$ cat config.mk
export PLATFORM = sky130hd
export DESIGN_NAME = vga_timing_gen_flat
export DESIGN_NICKNAME = d
export VERILOG_FILES = /design/src/rtl/vga_timing_if.sv /design/src/rtl/vga_timing_gen.sv /design/src/flat_wrapper.sv
export SDC_FILE = /design/constraint.sdc
export NUM_CORES = 1
export LEC_CHECK = 0
export ABC_AREA = 1
export ABC_CLOCK_PERIOD_IN_PS = 1600
export BUFFER_PORTS_ARGS = -buffer_cell sky130_fd_sc_hd__buf_2
export CAP_MARGIN = 20
export CORE_MARGIN = 2
export CORE_UTILIZATION = 51
export DETAILED_ROUTE_END_ITERATION = 12
export HOLD_SLACK_MARGIN = 0.1
export PLACE_DENSITY_LB_ADDON = 0.25
export SLEW_MARGIN = 20
export SYNTH_ARGS = -nofsm -noshare
export SYNTH_HDL_FRONTEND = slang
export SYNTH_SLANG_ARGS = --single-unit
$ cat constraint.sdc
create_clock -name CLK -period 1.6 [get_ports CLK]
set_input_delay 0.08 -clock CLK [delete_from_list [all_inputs] [get_ports CLK]]
set_output_delay 0.08 -clock CLK [all_outputs]
set_load 0.01 [all_outputs]
$ cat src/rtl/vga_timing_if.sv
// Raster output bundle: pixel coordinates, blanking, sync and strobes.
// Driven by vga_timing_gen (master), consumed by the display path (slave).
interface vga_timing_if;
    logic [31:0] row;
    logic [31:0] col;
    logic        vnotactive;
    logic        blank;
    logic        hsync;
    logic        vsync;
    logic        pix_en;
    logic        frame_start;

    modport master (
        output row, col, vnotactive, blank, hsync, vsync, pix_en, frame_start
    );

    modport slave (
        input  row, col, vnotactive, blank, hsync, vsync, pix_en, frame_start
    );
endinterface

$ cat src/rtl/vga_timing_gen.sv
// Free-running VGA raster generator: row/col/vnotactive/frame_start registered, 0-cycle extra latency.
// hsync/vsync/blank trail row/col by SYNC_DELAY CLKs; no backpressure, output valid every cycle.
module vga_timing_gen #(
    parameter int H_ACTIVE   = 640,
    parameter int H_FP       = 16,
    parameter int H_SYNC     = 96,
    parameter int H_BP       = 48,
    parameter int V_ACTIVE   = 480,
    parameter int V_FP       = 10,
    parameter int V_SYNC     = 2,
    parameter int V_BP       = 33,
    parameter int CLK_DIV    = 2,
    parameter int SYNC_DELAY = 1
) (
    input  logic          CLK,
    input  logic          RST,
    vga_timing_if.master  vga
);
    localparam int H_TOTAL = H_ACTIVE + H_FP + H_SYNC + H_BP;
    localparam int V_TOTAL = V_ACTIVE + V_FP + V_SYNC + V_BP;

    localparam logic [4:0] DIV_LAST  = 5'(CLK_DIV - 1);
    localparam logic [9:0] H_LAST    = 10'(H_TOTAL - 1);
    localparam logic [9:0] V_LAST    = 10'(V_TOTAL - 1);
    localparam logic [9:0] H_ACT     = 10'(H_ACTIVE);
    localparam logic [9:0] V_ACT     = 10'(V_ACTIVE);
    localparam logic [9:0] HS_START  = 10'(H_ACTIVE + H_FP);
    localparam logic [9:0] HS_END    = 10'(H_ACTIVE + H_FP + H_SYNC);
    localparam logic [9:0] VS_START  = 10'(V_ACTIVE + V_FP);
    localparam logic [9:0] VS_END    = 10'(V_ACTIVE + V_FP + V_SYNC);

    logic [4:0] div;
    logic [9:0] hcount, vcount;
    logic [9:0] h_next, v_next;
    logic       px_adv, frame_wrap;
    logic       pix_en_q, frame_start_q, vna_q;
    logic       hs_raw, vs_raw, blank_raw;

    always_comb begin
        px_adv     = (div == DIV_LAST);
        h_next     = hcount;
        v_next     = vcount;
        frame_wrap = 1'b0;
        if (px_adv) begin
            if (hcount == H_LAST) begin
                h_next     = 10'd0;
                v_next     = (vcount == V_LAST) ? 10'd0 : vcount + 10'd1;
                frame_wrap = (vcount == V_LAST);
            end else begin
                h_next = hcount + 10'd1;
            end
        end
    end

    // Raw sync/blank are registered from the next counter values so they
    // change on the same edge as row/col before entering the delay line.
    always_ff @(posedge CLK or negedge RST) begin
        if (!RST) begin
            div           <= 5'd0;
            hcount        <= 10'd0;
            vcount        <= 10'd0;
            pix_en_q      <= 1'b0;
            frame_start_q <= 1'b0;
            vna_q         <= 1'b0;
            hs_raw        <= 1'b1;
            vs_raw        <= 1'b1;
            blank_raw     <= 1'b0;
        end else begin
            div           <= px_adv ? 5'd0 : div + 5'd1;
            hcount        <= h_next;
            vcount        <= v_next;
            pix_en_q      <= px_adv;
            frame_start_q <= frame_wrap;
            vna_q         <= (v_next >= V_ACT);
            hs_raw        <= !((h_next >= HS_START) && (h_next < HS_END));
            vs_raw        <= !((v_next >= VS_START) && (v_next < VS_END));
            blank_raw     <= (h_next >= H_ACT) || (v_next >= V_ACT);
        end
    end

    assign vga.row         = {22'd0, vcount};
    assign vga.col         = {22'd0, hcount};
    assign vga.vnotactive  = vna_q;
    assign vga.pix_en      = pix_en_q;
    assign vga.frame_start = frame_start_q;

    generate
        if (SYNC_DELAY == 0) begin : g_nodly
            assign vga.hsync = hs_raw;
            assign vga.vsync = vs_raw;
            assign vga.blank = blank_raw;
        end else begin : g_dly
            // Stage bits: {hsync, vsync, blank}
            logic [2:0] dly [SYNC_DELAY];

            always_ff @(posedge CLK or negedge RST) begin
                if (!RST) begin
                    for (int i = 0; i < SYNC_DELAY; i++) dly[i] <= 3'b110;
                end else begin
                    dly[0] <= {hs_raw, vs_raw, blank_raw};
                    for (int i = 1; i < SYNC_DELAY; i++) dly[i] <= dly[i-1];
                end
            end

            assign vga.hsync = dly[SYNC_DELAY-1][2];
            assign vga.vsync = dly[SYNC_DELAY-1][1];
            assign vga.blank = dly[SYNC_DELAY-1][0];
        end
    endgenerate
endmodule

$ cat src/flat_wrapper.sv
// flat-port wrapper written by rule: the top's interface ports become plain ports
module vga_timing_gen_flat 
#(
    parameter int H_ACTIVE   = 640,
    parameter int H_FP       = 16,
    parameter int H_SYNC     = 96,
    parameter int H_BP       = 48,
    parameter int V_ACTIVE   = 480,
    parameter int V_FP       = 10,
    parameter int V_SYNC     = 2,
    parameter int V_BP       = 33,
    parameter int CLK_DIV    = 2,
    parameter int SYNC_DELAY = 1
)
  (CLK, RST, vga_row, vga_col, vga_vnotactive, vga_blank, vga_hsync, vga_vsync, vga_pix_en, vga_frame_start);
  vga_timing_if vga_i ();
  input  logic CLK;
  input  logic RST;
  output wire logic [$bits(vga_i.row)-1:0] vga_row;
  output wire logic [$bits(vga_i.col)-1:0] vga_col;
  output wire logic [$bits(vga_i.vnotactive)-1:0] vga_vnotactive;
  output wire logic [$bits(vga_i.blank)-1:0] vga_blank;
  output wire logic [$bits(vga_i.hsync)-1:0] vga_hsync;
  output wire logic [$bits(vga_i.vsync)-1:0] vga_vsync;
  output wire logic [$bits(vga_i.pix_en)-1:0] vga_pix_en;
  output wire logic [$bits(vga_i.frame_start)-1:0] vga_frame_start;
  assign vga_row = vga_i.row;
  assign vga_col = vga_i.col;
  assign vga_vnotactive = vga_i.vnotactive;
  assign vga_blank = vga_i.blank;
  assign vga_hsync = vga_i.hsync;
  assign vga_vsync = vga_i.vsync;
  assign vga_pix_en = vga_i.pix_en;
  assign vga_frame_start = vga_i.frame_start;
  vga_timing_gen #(.H_ACTIVE(H_ACTIVE), .H_FP(H_FP), .H_SYNC(H_SYNC), .H_BP(H_BP), .V_ACTIVE(V_ACTIVE), .V_FP(V_FP), .V_SYNC(V_SYNC), .V_BP(V_BP), .CLK_DIV(CLK_DIV), .SYNC_DELAY(SYNC_DELAY)) u_core (.CLK(CLK), .RST(RST), .vga(vga_i));
endmodule
==> run_results.csv <==
group,metric,value,unit
sta,drv_slew,0,
pwr,p_int,1.30,mW
routing,drt-pass1-iter-count,4,
worst_setup_path,path_delay_family,"simple AND/OR/NAND/NOR gates",
finish,layoutNonFillerInstCount,417,
global_routing,overflow,0,
yosys,synth_seq_area_share,37.4,%
yosys,synth_cell_types,36,
global_routing,grt_usage,20.2,%
sta,finClkSkew,0.00531,ns
sta,rsz0062_at_grt,"yes",
worst_setup_path,critPathMaxStageDelay,0.38,ns
clock_tree,clkTransAtPathRegs,0.07,ns
clock_tree,cts.sinks,34,
sta,fin_crit_sh,103,%
sta,setup_violations,4,
hold_path,hp-class,"reg -> reg",
finish,layout-drive-gt1-share,37.8,%
worst_setup_path,crit_slowest_cell,"dfrtp_1",
floorplanning,start_util,52.6,%
finish,multi_input_area,0.00120,mm2
sta,fin_tns_setup,-0.136,ns
worst_setup_path,worstPathArrival,1.82,ns
floorplanning,die_x,71.0,um
finish,ff_latch_area,856,um2
hold_path,min_to,"u_core.g_dly.dly[0]",
hold_path,hp-start,"u_core.blank_raw",
worst_setup_path,endpoint_kind,"flip-flop",
clock_tree,root_buffer,"clkbuf_8",
place,post-place-ws,-0.0493,ns
sta,max_slew.worst_pin.slew,0.745,ns
pwr,switching_share,22.7,%
finish,diodes,0,
pwr,p_leak,1.63,nW
routing,drc,0,
clock_tree,cts_buffers,5,
finish,num-fill-cells,380,
sta,fmax,607,MHz
floorplanning,placementRows,24,
hold_path,holdPathStages,0,
place,gp_congestion,0.924,
routing,detail_route.vias_per_cell,4.64,
routing,drtAntennaViolNets,0,
worst_setup_path,crit_buf_inv,2,
global_routing,grt_max_degree,35,
worst_setup_path,critPathRequiredTime,1.77,ns
sta,fin_ws,-0.0478,ns
clock_tree,cts_tree,"built",
place,dpl.hpwl,3710,um
routing,routedWlPerCell,11.9,um
pwr,clock_power_share,44.9,%
floorplanning,die_area,0.00504,mm2
pwr,ir_worst_vdd,0.000456,V
worst_setup_path,r2r-end,"u_core.blank_raw",
yosys,yosysWarnings,0,
pwr,combinationalPowerShare,3.9,%
yosys,syn_area,0.00229,mm2
place,place_inst,401,
worst_setup_path,path_max_fanout,6,
worst_setup_path,cp-start-kind,"flip-flop",
finish,area_growth,26.4,%
routing,vias,1934,
sta,min_period,1.65,ns
pwr,power_frac_seq,51.2,%
place,numPortBuffers,27,
run_status,status,"finished with violations",
routing,routed_wl,4950,um
clock_tree,htree_levels,2,
floorplanning,die_h,71.0,um
sta,finalHoldViolCount,0,
pwr,switchingPower,381,uW
run_status,violations,"setup timing",
global_routing,grt_antenna_before_repair,0,
global_routing,grt_pass1_wl,8060,um
flow_run,maxCapViolations,0,
yosys,ys_ff_latch,34,
floorplanning,core,0.00435,mm2
yosys,synthCells,289,
worst_setup_path,path_class,"reg -> reg",
floorplanning,ioPinCount,72,
worst_setup_path,ff2ff_path_depth,10,
clock_tree,cts_buffer_depth,2,
worst_setup_path,r2r_start,"u_core.div[1]",
worst_setup_path,path_cells,"inv_1, ha_2, nand3_4, buf_4, nor2_1, nand4_1, nand3_2, nor2_1, nand2_1, nand3_2",
finish,final_nets,371,
global_routing,grt_pass1_vias,1786,
clock_tree,insertion_delay,0.29,ns
sta,slew_headroom,50.4,%
yosys,syn_avg_cell_area,7.92,um2
worst_setup_path,reg2reg_slack,-0.05,ns
pwr,powerDensity,580,mW/mm2
routing,drt_iter0_markers,74,
flip-flops by register name (all words and copies together) (netlist names):
| register | flops |
|---|---|
| u_core.vs_raw | 1 |
| u_core.vga.pix_en | 1 |
| u_core.hcount | 10 |
| u_core.vga.vnotactive | 1 |
| u_core.hs_raw | 1 |
| u_core.vga.frame_start | 1 |
| u_core.vcount | 10 |
| u_core.blank_raw | 1 |
| u_core.g_dly.dly | 3 |
| u_core.div | 5 |
Yosys cell counts (all sizes together):
cell type,count,area [um2]
nand2,73,294
buf,47,365
inv,40,153
dfrtp,30,751
nor2,29,140
nand3,26,165
nand4,9,56.3
o21ai,7,35.0
ha,5,62.6
dfstp,4,105
nor3,4,31.3
o21bai,3,26.3
xnor2,3,33.8
a21oi,2,13.8
clkinv,2,13.8
xor2,2,25.0
conb,1,3.75
nand3b,1,7.51
nor3b,1,7.51
what timing repair did:
item | CTS | global route
pin swaps | 12 | 21
resized for setup | 11 | 32
endpoints found under the setup margin | 3 | 9
hold endpoints to repair | 30 | 0
hold buffers | 1 | 0
buffers inserted | 3 | 5
logic make-up (layout without fill, tap and decap cells):
logic type / Yosys count / after routing / share of synthesized area [%]
AND/OR/NAND/NOR: 143 / 143 / 30.7
adder cells (fa/ha/maj): 5 / 5 / 2.73
buffers and inverters: 89 / 122 / 23.2
other: 1 / 44 / 0.164
flip-flops: 34 / 34 / 37.4
AO/OA/AOI/OAI: 12 / 12 / 3.28
XOR/XNOR: 5 / 5 / 2.57
metal layers:
metal / wire, um / track usage, %
met5: 0 / 0
met4: 59 / 4.61
met3: 229 / 4.70
met2: 2450 / 34.0
met1: 2210 / 26.7
layout by cell type (no fill, tap or decap), drive strengths merged:
cell type,synthesis,final
dfstp,4,4
nand2,73,73
xnor2,3,3
xor2,2,2
o21ai,7,7
buf,47,71
o21bai,3,3
dlygate4sd3,0,1
ha,5,5
nor3,4,4
dfrtp,30,30
nor3b,1,1
nand4,9,9
nor2,29,29
inv,40,40
clkinv,2,2
nand3,26,26
nand3b,1,1
conb,1,44
clkbuf,0,8
a21oi,2,2
power groups by stage:
stage                     clock network [mW]  logic, mW  registers (mW)
final                                  0.753     0.0652           0.860
after CTS                              0.766     0.0645           0.860
after global placement                     0     0.0627           0.876
after detailed placement                   0     0.0627           0.876
after floorplan                            0      0.125           0.876
after global routing                   0.808     0.0743           0.859
per-stage QoR:
stage / hold slack (ns) / util (%) / power [mW] / instance area (um2)
floorplan: -0.216 / - / 1.00 / 2450
global placement: 0.188 / 58.9 / 0.938 / 2560
detailed placement: 0.188 / 58.9 / 0.938 / 2560
CTS: 0.350 / 63.2 / 1.69 / 2750
global route: 0.372 / 66.5 / 1.74 / 2890
finish: 0.348 / 66.5 / 1.68 / 2890
worst reg2reg max path, cell delays in order, from the launching register on:
cell     delay, ns
dfrtp_1       0.38
inv_1         0.06
ha_2          0.18
nand3_4       0.16
buf_4         0.19
nor2_1        0.12
nand4_1       0.13
nand3_2       0.10
nor2_1        0.04
nand2_1       0.10
nand3_2       0.07
worst max-delay path by stage:
| stage | start | endpoint | slack, ns | cells after the start |
|---|---|---|---|---|
| 2_1_floorplan | u_core.hcount[0] | u_core.blank_raw | 0.02 | 12 |
| 3_3_place_gp | u_core.vcount[1] | u_core.vs_raw | -0.05 | 11 |
| 3_5_place_dp | u_core.div[1] | u_core.vs_raw | -0.05 | 11 |
| 4_1_cts | u_core.div[1] | u_core.blank_raw | -0.03 | 9 |
| 5_1_grt | u_core.vcount[0] | u_core.vs_raw | -0.18 | 11 |
| 6_report | u_core.div[1] | u_core.blank_raw | -0.05 | 10 |
area by class of cell:
| cell class | instances | share of cell area, % |
|---|---|---|
| flip-flops and latches | 34 | 29.6 |
| well taps | 52 | 2.25 |
| multi-input cells | 209 | 41.5 |
| clock buffers | 8 | 3.80 |
| repair buffers | 72 | 16.7 |
| inverters | 42 | 6.18 |
No activity file was read; power rests on OpenSTA's default activity.
